===== src/rtl/decoder_sched_pkg.sv =====
// Shared types, sizes and the round-robin pick function for the decoder scheduler.
package decoder_sched_pkg;

  localparam int unsigned N_REQ = 16;
  localparam int unsigned IDX_W = 4;

  typedef enum logic [1:0] {
    IDLE,
    GRANT,
    GAP
  } state_e;

  // First set request bit scanning ptr, ptr+1, ... with wrap at N_REQ.
  function automatic logic [IDX_W-1:0] rr_pick(input logic [N_REQ-1:0] req,
                                               input logic [IDX_W-1:0] ptr);
    logic [IDX_W-1:0] idx;
    logic [IDX_W-1:0] pick;
    logic             found;
    pick  = '0;
    found = 1'b0;
    for (int unsigned i = 0; i < N_REQ; i++) begin
      idx = ptr + IDX_W'(i);
      if (!found && req[idx]) begin
        pick  = idx;
        found = 1'b1;
      end
    end
    return pick;
  endfunction

endpackage


===== src/rtl/dec4to16_en.sv =====
// 4-to-16 decoder with active-high enable, built from two levels of 2-to-4 decoders.
module dec4to16_en
  import decoder_sched_pkg::*;
(
  input  logic             en,
  input  logic [IDX_W-1:0] sel,
  output logic [N_REQ-1:0] dec
);

  function automatic logic [3:0] dec2to4(input logic e, input logic [1:0] a);
    return e ? (4'b0001 << a) : 4'b0000;
  endfunction

  logic [3:0] row_en;

  assign row_en = dec2to4(en, sel[3:2]);

  for (genvar g = 0; g < 4; g++) begin : g_col
    assign dec[4*g +: 4] = dec2to4(row_en[g], sel[1:0]);
  end

endmodule


===== src/rtl/decoder_rr_scheduler.sv =====
// Round-robin owner scheduler for a shared 4-to-16 decoder with hold timeout
// and break-before-make gap cycles between owners.
module decoder_rr_scheduler
  import decoder_sched_pkg::*;
#(
  parameter int unsigned MAX_HOLD   = 8,
  parameter int unsigned GAP_CYCLES = 1
) (
  input  logic             clk,
  input  logic             rst_n,
  input  logic [N_REQ-1:0] req,
  input  logic             done,
  output logic [IDX_W-1:0] sel,
  output logic             sel_en,
  output logic [N_REQ-1:0] grant,
  output logic             timeout,
  output logic             busy
);

  state_e           state_q, state_d;
  logic [IDX_W-1:0] sel_q, sel_d;
  logic             sel_en_q, sel_en_d;
  logic             timeout_q, timeout_d;
  logic             busy_q, busy_d;
  logic [IDX_W-1:0] ptr_q, ptr_d;
  logic [7:0]       hold_q, hold_d;
  logic [3:0]       gap_q, gap_d;
  logic             rel_w;
  logic             hold_hit_w;

  always_ff @(posedge clk or negedge rst_n) begin
    if (!rst_n) begin
      state_q   <= IDLE;
      sel_q     <= '0;
      sel_en_q  <= 1'b0;
      timeout_q <= 1'b0;
      busy_q    <= 1'b0;
      ptr_q     <= '0;
      hold_q    <= '0;
      gap_q     <= '0;
    end else begin
      state_q   <= state_d;
      sel_q     <= sel_d;
      sel_en_q  <= sel_en_d;
      timeout_q <= timeout_d;
      busy_q    <= busy_d;
      ptr_q     <= ptr_d;
      hold_q    <= hold_d;
      gap_q     <= gap_d;
    end
  end

  always_comb begin
    state_d    = state_q;
    sel_d      = sel_q;
    sel_en_d   = sel_en_q;
    timeout_d  = 1'b0;
    busy_d     = busy_q;
    ptr_d      = ptr_q;
    hold_d     = hold_q;
    gap_d      = gap_q;
    rel_w      = done | ~req[sel_q];
    hold_hit_w = (hold_q == 8'(MAX_HOLD));

    unique case (state_q)
      IDLE: begin
        if (|req) begin
          sel_d    = rr_pick(req, ptr_q);
          sel_en_d = 1'b1;
          busy_d   = 1'b1;
          hold_d   = 8'd1;
          state_d  = GRANT;
        end
      end
      GRANT: begin
        // A release on the same edge as the hold limit wins, so no timeout pulse.
        if (rel_w || hold_hit_w) begin
          sel_en_d  = 1'b0;
          ptr_d     = sel_q + 4'd1;
          timeout_d = ~rel_w;
          gap_d     = 4'd1;
          state_d   = GAP;
        end else begin
          hold_d = hold_q + 8'd1;
        end
      end
      GAP: begin
        if (gap_q == 4'(GAP_CYCLES)) begin
          if (|req) begin
            sel_d    = rr_pick(req, ptr_q);
            sel_en_d = 1'b1;
            hold_d   = 8'd1;
            state_d  = GRANT;
          end else begin
            busy_d  = 1'b0;
            state_d = IDLE;
          end
        end else begin
          gap_d = gap_q + 4'd1;
        end
      end
      default: state_d = IDLE;
    endcase
  end

  dec4to16_en u_dec (
    .en  (sel_en_q),
    .sel (sel_q),
    .dec (grant)
  );

  assign sel     = sel_q;
  assign sel_en  = sel_en_q;
  assign timeout = timeout_q;
  assign busy    = busy_q;

endmodule


===== config.mk =====
export PLATFORM = sky130hd
export DESIGN_NAME = decoder_rr_scheduler
export DESIGN_NICKNAME = d
export VERILOG_FILES = /design/src/rtl/decoder_sched_pkg.sv /design/src/rtl/dec4to16_en.sv /design/src/rtl/decoder_rr_scheduler.sv
export SDC_FILE = /design/constraint.sdc
export NUM_CORES = 1
export LEC_CHECK = 0
export BUFFER_PORTS_ARGS = -buffer_cell sky130_fd_sc_hd__buf_2
export CAP_MARGIN = 25
export CORE_MARGIN = 3
export CORE_UTILIZATION = 60
export DETAILED_ROUTE_END_ITERATION = 6
export PLACE_DENSITY = 0.93
export SLEW_MARGIN = 10
export SYNTH_ARGS = -nofsm -noshare
export SYNTH_HDL_FRONTEND = slang
export SYNTH_HIERARCHICAL = 1
export SYNTH_SLANG_ARGS = --single-unit

===== constraint.sdc =====
create_clock -name clk -period 5.9 [get_ports clk]
set_clock_uncertainty 0.2 [all_clocks]
set_input_delay 1.18 -clock clk [delete_from_list [all_inputs] [get_ports clk]]
set_output_delay 1.18 -clock clk [all_outputs]
set_load 0.05 [all_outputs]

==> results of run 1 <==
-- sequential cells by signal, summed over array words and instances (netlist names) --
name / cells
hold_q: 8
gap_q: 4
ptr_q: 4
sel: 4
state_q: 2
busy: 1
sel_en: 1
timeout: 1
-- kinds of logic after synthesis --
kind of cell	after synthesis	share of synthesized area [%]
buf+inv	39	4.59
flops	25	17.6
mux	70	30.9
fa+ha+maj	12	4.24
simple gates	161	22.6
compound gates	86	15.6
xor+xnor	18	4.45
-- through the flow --
stage               hold slack [ns]  utilization (%)  setup slack (ns)  instance area, um^2  std cells
floorplan                     0.275                -             0.842                 3540        411
finish                        0.327             68.5             0.814                 3840        515
global route                  0.372             68.5             0.545                 3840        515
global placement              0.302             67.7             0.861                 3800        511
detailed placement            0.314             67.7             0.840                 3800        511
CTS                           0.324             68.5             0.922                 3840        515
-- final cells by class --
class	count	area, um^2	share of cell area (%)
Tap cell	72	90.1	2.34
Clock inverter	1	5.00	0.130
Timing Repair Buffer	47	250	6.51
Multi-Input combinational cell	347	2760	71.7
Clock buffer	3	41.3	1.07
Inverter	20	75.1	1.95
Sequential cell	25	626	16.3
-- synth_stat cells (2+ instances only) --
cell type | n | share of area [%]
o21ai_0 | 21 | 3.0
nor4_1 | 7 | 1.2
nand3b_1 | 4 | 0.85
nor3b_1 | 3 | 0.64
nand2b_1 | 7 | 1.2
o211ai_1 | 6 | 1.3
a221oi_1 | 2 | 0.49
inv_1 | 20 | 2.1
nor2b_1 | 6 | 1.1
mux4_2 | 30 | 19
or4_1 | 2 | 0.42
nand2_1 | 38 | 4.0
and2_1 | 4 | 0.71
o211a_1 | 2 | 0.56
a31oi_1 | 6 | 1.1
or2_2 | 2 | 0.35
nand3_1 | 13 | 1.8
nor3_1 | 10 | 1.4
nand4_1 | 8 | 1.4
mux2_2 | 14 | 4.4
buf_2 | 7 | 0.99
o22ai_1 | 2 | 0.35
dfrtp_1 | 25 | 18
xnor2_1 | 4 | 0.99
clkbuf_1 | 9 | 0.95
a211oi_1 | 4 | 0.85
and3_1 | 5 | 0.88
a22oi_1 | 2 | 0.42
buf_1 | 2 | 0.21
or3_1 | 2 | 0.35
nor2_1 | 44 | 4.7
ha_1 | 12 | 4.2
mux2i_1 | 26 | 7.3
xor2_1 | 14 | 3.5
a21oi_1 | 24 | 3.4
-- critical path, delay by kind of cell (launching register included) --
| kind | cells | cell delay, ns |
|---|---|---|
| and+or+nand+nor | 3 | 1.43 |
| muxes | 3 | 1.44 |
| adders and majority gates | 1 | 0.77 |
| AOI/OAI and AO/OA | 3 | 0.54 |
| DFF | 1 | 0.53 |
| buffers and inverters | 1 | 0.11 |
-- per-layer routing --
| metal | global-route usage [%] | routed length, um |
|---|---|---|
| met3 | 6.05 | 1130 |
| met4 | 9.81 | 329 |
| met2 | 48.8 | 4960 |
| met5 | 0 | 0 |
| met1 | 41.2 | 4150 |
-- layout by cell type (no fill, tap or decap), types with 2 or more instances in the layout --
| cell | instances |
|---|---|
| a211oi_1 | 4 |
| a21oi_1 | 24 |
| a221oi_1 | 2 |
| a22oi_1 | 2 |
| a31oi_1 | 6 |
| and2_1 | 4 |
| and3_1 | 5 |
| buf_2 | 41 |
| buf_4 | 6 |
| clkbuf_8 | 3 |
| dfrtp_1 | 25 |
| ha_1 | 12 |
| inv_1 | 20 |
| mux2_2 | 14 |
| mux2i_1 | 26 |
| mux4_2 | 30 |
| nand2_1 | 38 |
| nand2b_1 | 7 |
| nand3_1 | 13 |
| nand3b_1 | 4 |
| nand4_1 | 8 |
| nor2_1 | 44 |
| nor2b_1 | 6 |
| nor3_1 | 10 |
| nor3b_1 | 3 |
| nor4_1 | 7 |
| o211a_1 | 2 |
| o211ai_1 | 6 |
| o21ai_0 | 21 |
| o22ai_1 | 2 |
| or2_2 | 2 |
| or3_1 | 2 |
| or4_1 | 2 |
| xnor2_1 | 4 |
| xor2_1 | 14 |
-- worst paths after layout --
| check | from | slack [ns] | end |
|---|---|---|---|
| worst min-delay path | state_q[1]$_DFFE_PN0P_ | 0.33 | busy$_DFFE_PN0P_ |
| worst max register to register | ptr_q[0]$_DFFE_PN0P_ | 0.81 | sel[0]$_DFFE_PN0P_ |
| worst max-delay path | ptr_q[0]$_DFFE_PN0P_ | 0.81 | sel[0]$_DFFE_PN0P_ |
| max in group asynchronous | rst_n | 4.43 | hold_q[5]$_DFFE_PN0P_ |
| worst min register to register | state_q[1]$_DFFE_PN0P_ | 0.33 | busy$_DFFE_PN0P_ |
| min in group asynchronous | rst_n | 0.69 | gap_q[1]$_DFFE_PN0P_ |
==> metrics.log, run 1 <==
[metrics] fill count: 452
[metrics] post-route fraction of the period consumed by the critical path: 86.2%
[metrics] ratio of cells with drive above 1 in the final layout: 22.8%
[metrics] area delta synth->final: 8.44%
[metrics] I/O pin count: 42
[metrics] WP data arrival: 5.09 ns
[metrics] clock root buffer: clkbuf_8
[metrics] CTS sink count: 25
[metrics] sequential cell area fraction in the yosys report: 17.6%
[metrics] Main synth FF type: dfrtp_1
[metrics] floorplan die area: 0.00687 mm^2
[metrics] TritonRoute pass-1 iters: 5
[metrics] Post-CTS Repair Setup Buffers: 0
[metrics] later-pin clock latency in the skew report: 0.27 ns
[metrics] H-tree depth reported by CTS: 1
[metrics] startpoint-to-endpoint class of the critical path: flip-flop to flip-flop
[metrics] CTS resizes: 0
[metrics] number of slew-limit violations in the final report: 0
[metrics] DR iter-0 viols: 509
[metrics] number of enable-type register cells in the synthesized netlist: 0
[metrics] Die Span Y: 82.9 um
[metrics] DP Wirelength: 8.01 mm
[metrics] Remaining DRCs: 0
[metrics] Max-Cap Viols: 0
[metrics] crit path cell chain: inv_1 -> ha_1 -> mux2_2 -> mux4_2 -> mux2i_1 -> nand4_1 -> or4_1 -> or4_1 -> o211a_1 -> a311oi_1 -> a21o_1
[metrics] kind of capture point of the worst setup path: flip-flop
[metrics] Final ANT Viol Nets: 0
[metrics] worst reg2reg path depth: 11
[metrics] count of hold buffers inserted by post-cts repair: 0
[metrics] gr ovfl total: 0
[metrics] Post-Synthesis Cell Area: 0.00354 mm^2
[metrics] Final min period: 5.09 ns
[metrics] number of warnings issued by yosys: 6
[metrics] cell row count: 27
[metrics] number of distinct library cells after synthesis: 59
[metrics] placer congestion estimate: 1.02
[metrics] status: finished, final reports clean
[metrics] share of async-settable or async-resettable flops after synthesis: 100%
[metrics] tightest slew margin relative to the limit: 33.0%
[metrics] average detailed-routed wire length per instance: 20.5 um
[metrics] worst min path class: flip-flop to flip-flop
[metrics] top achievable clock speed: 0.197 GHz
[metrics] CTS Buf Count: 3
[metrics] final hold violation count: 0
[metrics] WHS Path Cells: 1
[metrics] Diodes inserted: 0
[metrics] Required @ worst endpoint: 5.91 ns
[metrics] Std-Cell Core Area: 0.00561 mm^2
[metrics] maximum number of pins on one net before global-route repair: 26
[metrics] post-route setup TNS: 0 ns
[metrics] Final setup violation count: 0
[metrics] clock edge transition at the registers on the reported setup and hold paths: 0.09 ns
[metrics] final routed wirelength across all metal layers: 10.6 mm
[metrics] maximum number of buffers from clock root to sink: 2
[metrics] Top cell by count, worst path: or4_1
[metrics] PortBufs: 41
[metrics] TritonCTS clock tree: built
[metrics] net count reported at finish: 475
[metrics] starting utilization of the core area: 63.2%
[metrics] RSZ-0062 raised after global routing: false
[metrics] Worst Max-Slew Pin Slew: 1.01 ns
[metrics] Die Span X: 82.9 um
[metrics] synthesized flop and latch total: 25
[metrics] delay of the slowest cell on the worst path: 0.77 ns
[metrics] Vias/cell: 7.24
[metrics] total number of vias: 3731
[metrics] cell with the biggest individual delay on the critical path: ha_1
[metrics] critical path startpoint category: flip-flop
[metrics] wire length of the first global-routing pass: 17.3 mm
[metrics] number of antenna violations at the first check in global routing: 0
[metrics] maximum net fanout on the critical path: 18
[metrics] average instance area after synthesis: 8.62 um^2
[metrics] Syn Inst Count: 411
[metrics] via count of the first global-routing pass: 3439
[metrics] nets in the synthesized netlist: 442
[metrics] overall fraction of global-route tracks in use: 30.3%
Power of run 1 is not shown: default switching activity piles up to over one toggle a cycle in this logic, so the estimate is an artifact.
==> inputs of run 2 (changes only) <==
Settings changed: CAP_MARGIN 25 to 15, GPL_TIMING_DRIVEN set to 0, PLACE_DENSITY 0.93 to 0.82.
==> run 2 against run 1 <==
  * Maximum frequency fell by 9.6%
  * Routed wire length fell by 3.4%
  * Via count fell by 1.8%
  * Global-route usage fell by 0.99 points
  * Highest routed layer unchanged
==> metrics.log, run 2 (same netlist as run 1, synthesis figures left out) <==
[metrics] area of the multi-input gates: 0.00277 mm^2 (+0.41%)
[metrics] average detailed-routed wire length per instance: 19.4 um (-5.6%)
[metrics] DR iter-0 viols: 391 (-23%)
[metrics] later-pin clock latency in the skew report: 0.26 ns (about the same)
[metrics] status: finished, final reports clean
[metrics] Die Span Y: 82.9 um (unchanged)
[metrics] final core area utilization: 69.4% (+0.87 points)
[metrics] maximum number of buffers from clock root to sink: 2 (unchanged)
[metrics] ratio of cells with drive above 1 in the final layout: 22.9% (+0.058 points)
[metrics] TritonRoute pass-1 iters: 5 (unchanged)
[metrics] Remaining DRCs: 0 (unchanged)
[metrics] Final ANT Viol Nets: 0 (unchanged)
[metrics] most frequent standard cell in the layout excluding fill and tap cells: buf_2
[metrics] number of antenna violations at the first check in global routing: 0 (unchanged)
[metrics] DP Wirelength: 7.86 mm (-1.9%)
[metrics] Hold Startpoint: state_q[1]$_DFFE_PN0P_
[metrics] area delta synth->final: 9.81%
[metrics] PortBufs: 41 (unchanged)
[metrics] flip-flop count of the largest register after layout: 8 (unchanged)
[metrics] TritonCTS clock tree: built
[metrics] capture point of the worst reg-to-reg path: sel[0]$_DFFE_PN0P_
[metrics] post-route setup TNS: 0 ns (unchanged)
[metrics] overall fraction of global-route tracks in use: 29.3% (-0.99 points)
[metrics] worst min path class: flip-flop to flip-flop
[metrics] Register Area: 626 um^2 (unchanged)
[metrics] Diodes inserted: 0 (unchanged)
[metrics] placer congestion estimate: 0.998 (-1.7%)
[metrics] reg2reg start: ptr_q[1]$_DFFE_PN0P_
[metrics] number of slew-limit violations in the final report: 0 (unchanged)
[metrics] startpoint-to-endpoint class of the critical path: flip-flop to flip-flop
[metrics] top achievable clock speed: 0.178 GHz (-9.6%)
[metrics] CTS Buf Count: 3 (unchanged)
[metrics] worst reg2reg path depth: 15 (+4)
[metrics] worst min-delay path endpoint: busy$_DFFE_PN0P_
[metrics] kind of capture point of the worst setup path: flip-flop
[metrics] fill count: 477 (+5.5%)
[metrics] starting utilization of the core area: 63.2% (unchanged)
[metrics] Post-CTS Repair Setup Buffers: 0 (unchanged)
[metrics] gr ovfl total: 0 (unchanged)
[metrics] CTS sink count: 25 (unchanged)
[metrics] clock edge transition at the registers on the reported setup and hold paths: 0.09 ns (about the same)
[metrics] wire length of the first global-routing pass: 16.8 mm (-3.3%)
[metrics] Die Span X: 82.9 um (unchanged)
[metrics] Vias/cell: 6.95 (-4.0%)
[metrics] floorplan die area: 0.00687 mm^2 (unchanged)
[metrics] Max-Cap Viols: 0 (unchanged)
[metrics] RSZ-0062 raised after global routing: false
[metrics] register bank with the most flops: hold_q
[metrics] final hold violation count: 0 (unchanged)
[metrics] clock root buffer: clkbuf_8
[metrics] commonest non-fill, non-tap cells in the layout: 48 x buf_2, 44 x nor2_1, 38 x nand2_1, 30 x mux4_2
[metrics] total number of vias: 3665 (-1.8%)
[metrics] tightest slew margin relative to the limit: 31.1% (-1.8 points)
[metrics] maximum net fanout on the critical path: 18 (unchanged)
[metrics] Final setup violation count: 0 (unchanged)
[metrics] I/O pin count: 42 (unchanged)
[metrics] Std-Cell Core Area: 0.00561 mm^2 (unchanged)
[metrics] WHS Path Cells: 1 (unchanged)
[metrics] maximum number of pins on one net before global-route repair: 26 (unchanged)
[metrics] net count reported at finish: 487 (+2.5%)
[metrics] final routed wirelength across all metal layers: 10.2 mm (-3.4%)
[metrics] setup slack of the worst register-to-register path: 0.28 ns (-0.54 ns)
[metrics] post-route fraction of the period consumed by the critical path: 95.3% (+9.1 points)
[metrics] Worst Max-Slew Pin Slew: 1.03 ns (+0.0214 ns)
[metrics] Final min period: 5.62 ns (+0.539 ns)
[metrics] WP data arrival: 5.64 ns (+0.55 ns)
[metrics] critical path startpoint category: flip-flop
[metrics] H-tree depth reported by CTS: 1 (unchanged)
[metrics] cell row count: 27 (unchanged)
[metrics] via count of the first global-routing pass: 3377 (-1.8%)
[metrics] Required @ worst endpoint: 5.91 ns (about the same)
## run 2: cell types whose count changed in the layout (fill, tap and decap cells not counted), sizes merged
cell    before  now
clkbuf       3   12
buf         47   51
clkinv       1    0
## run 2: area by class of cell
cell class	instances	share of cell area, %
buffer	18	2.15
clock buffer	4	1.16
inverter	20	1.93
multi-input combinational	347	71.1
sequential	25	16.1
tap	72	2.31
timing repair buffer	41	5.27
## run 2: what timing repair did
action                                 in CTS  in global routing
gates resized for setup                     1                  1
setup endpoints to repair                   1                  3
endpoints found under the hold margin       0                  0
hold buffers                                0                  0
## run 2: critical path, cell delays in order (launching register included)
cell and delay, ns:
dfrtp_1 0.44, buf_2 0.24, buf_2 0.32, inv_1 0.26
ha_1 0.34, buf_2 0.38, mux2_2 0.41, mux2i_1 0.30
mux4_2 0.44, or4b_1 0.50, or4_1 0.49, clkbuf_1 0.18
or4_1 0.49, o211a_1 0.17, a311oi_1 0.27, a21o_1 0.12
## run 2: per-stage QoR
stage	hold slack, ns	cells	setup WS [ns]	instance area [um^2]
after floorplan	0.275	411	0.842	3540
after global placement	0.307	524	0.112	3840
after detailed placement	0.311	524	0.0118	3840
after CTS	0.324	527	0.211	3890
after global routing	0.335	527	0.0218	3890
final	0.328	527	0.275	3890
## run 2: worst max-delay path by stage
stage	endpoint	cells after the start	slack [ns]	start
3_3_place_gp	sel[0]$_DFFE_PN0P_	15	0.11	ptr_q[1]$_DFFE_PN0P_
2_1_floorplan	sel[0]$_DFFE_PN0P_	16	0.84	ptr_q[0]$_DFFE_PN0P_
6_report	sel[0]$_DFFE_PN0P_	15	0.28	ptr_q[1]$_DFFE_PN0P_
4_1_cts	sel[0]$_DFFE_PN0P_	16	0.21	ptr_q[0]$_DFFE_PN0P_
5_1_grt	sel[0]$_DFFE_PN0P_	16	0.02	ptr_q[0]$_DFFE_PN0P_
3_5_place_dp	sel[0]$_DFFE_PN0P_	16	0.01	ptr_q[0]$_DFFE_PN0P_
## run 2: metal layers
metal / wire length (um) / share of wire, % / track usage [%] / vias up
met5: 0 / 0 / 0 / -
met4: 313 / 3.1 / 8.62 / 0
met3: 1140 / 11 / 6.85 / 44
met2: 4710 / 46 / 46.6 / 251
met1: 4050 / 40 / 40.1 / 1725
li1: - / - / - / 1645
Power of run 2 is left out for the same reason.
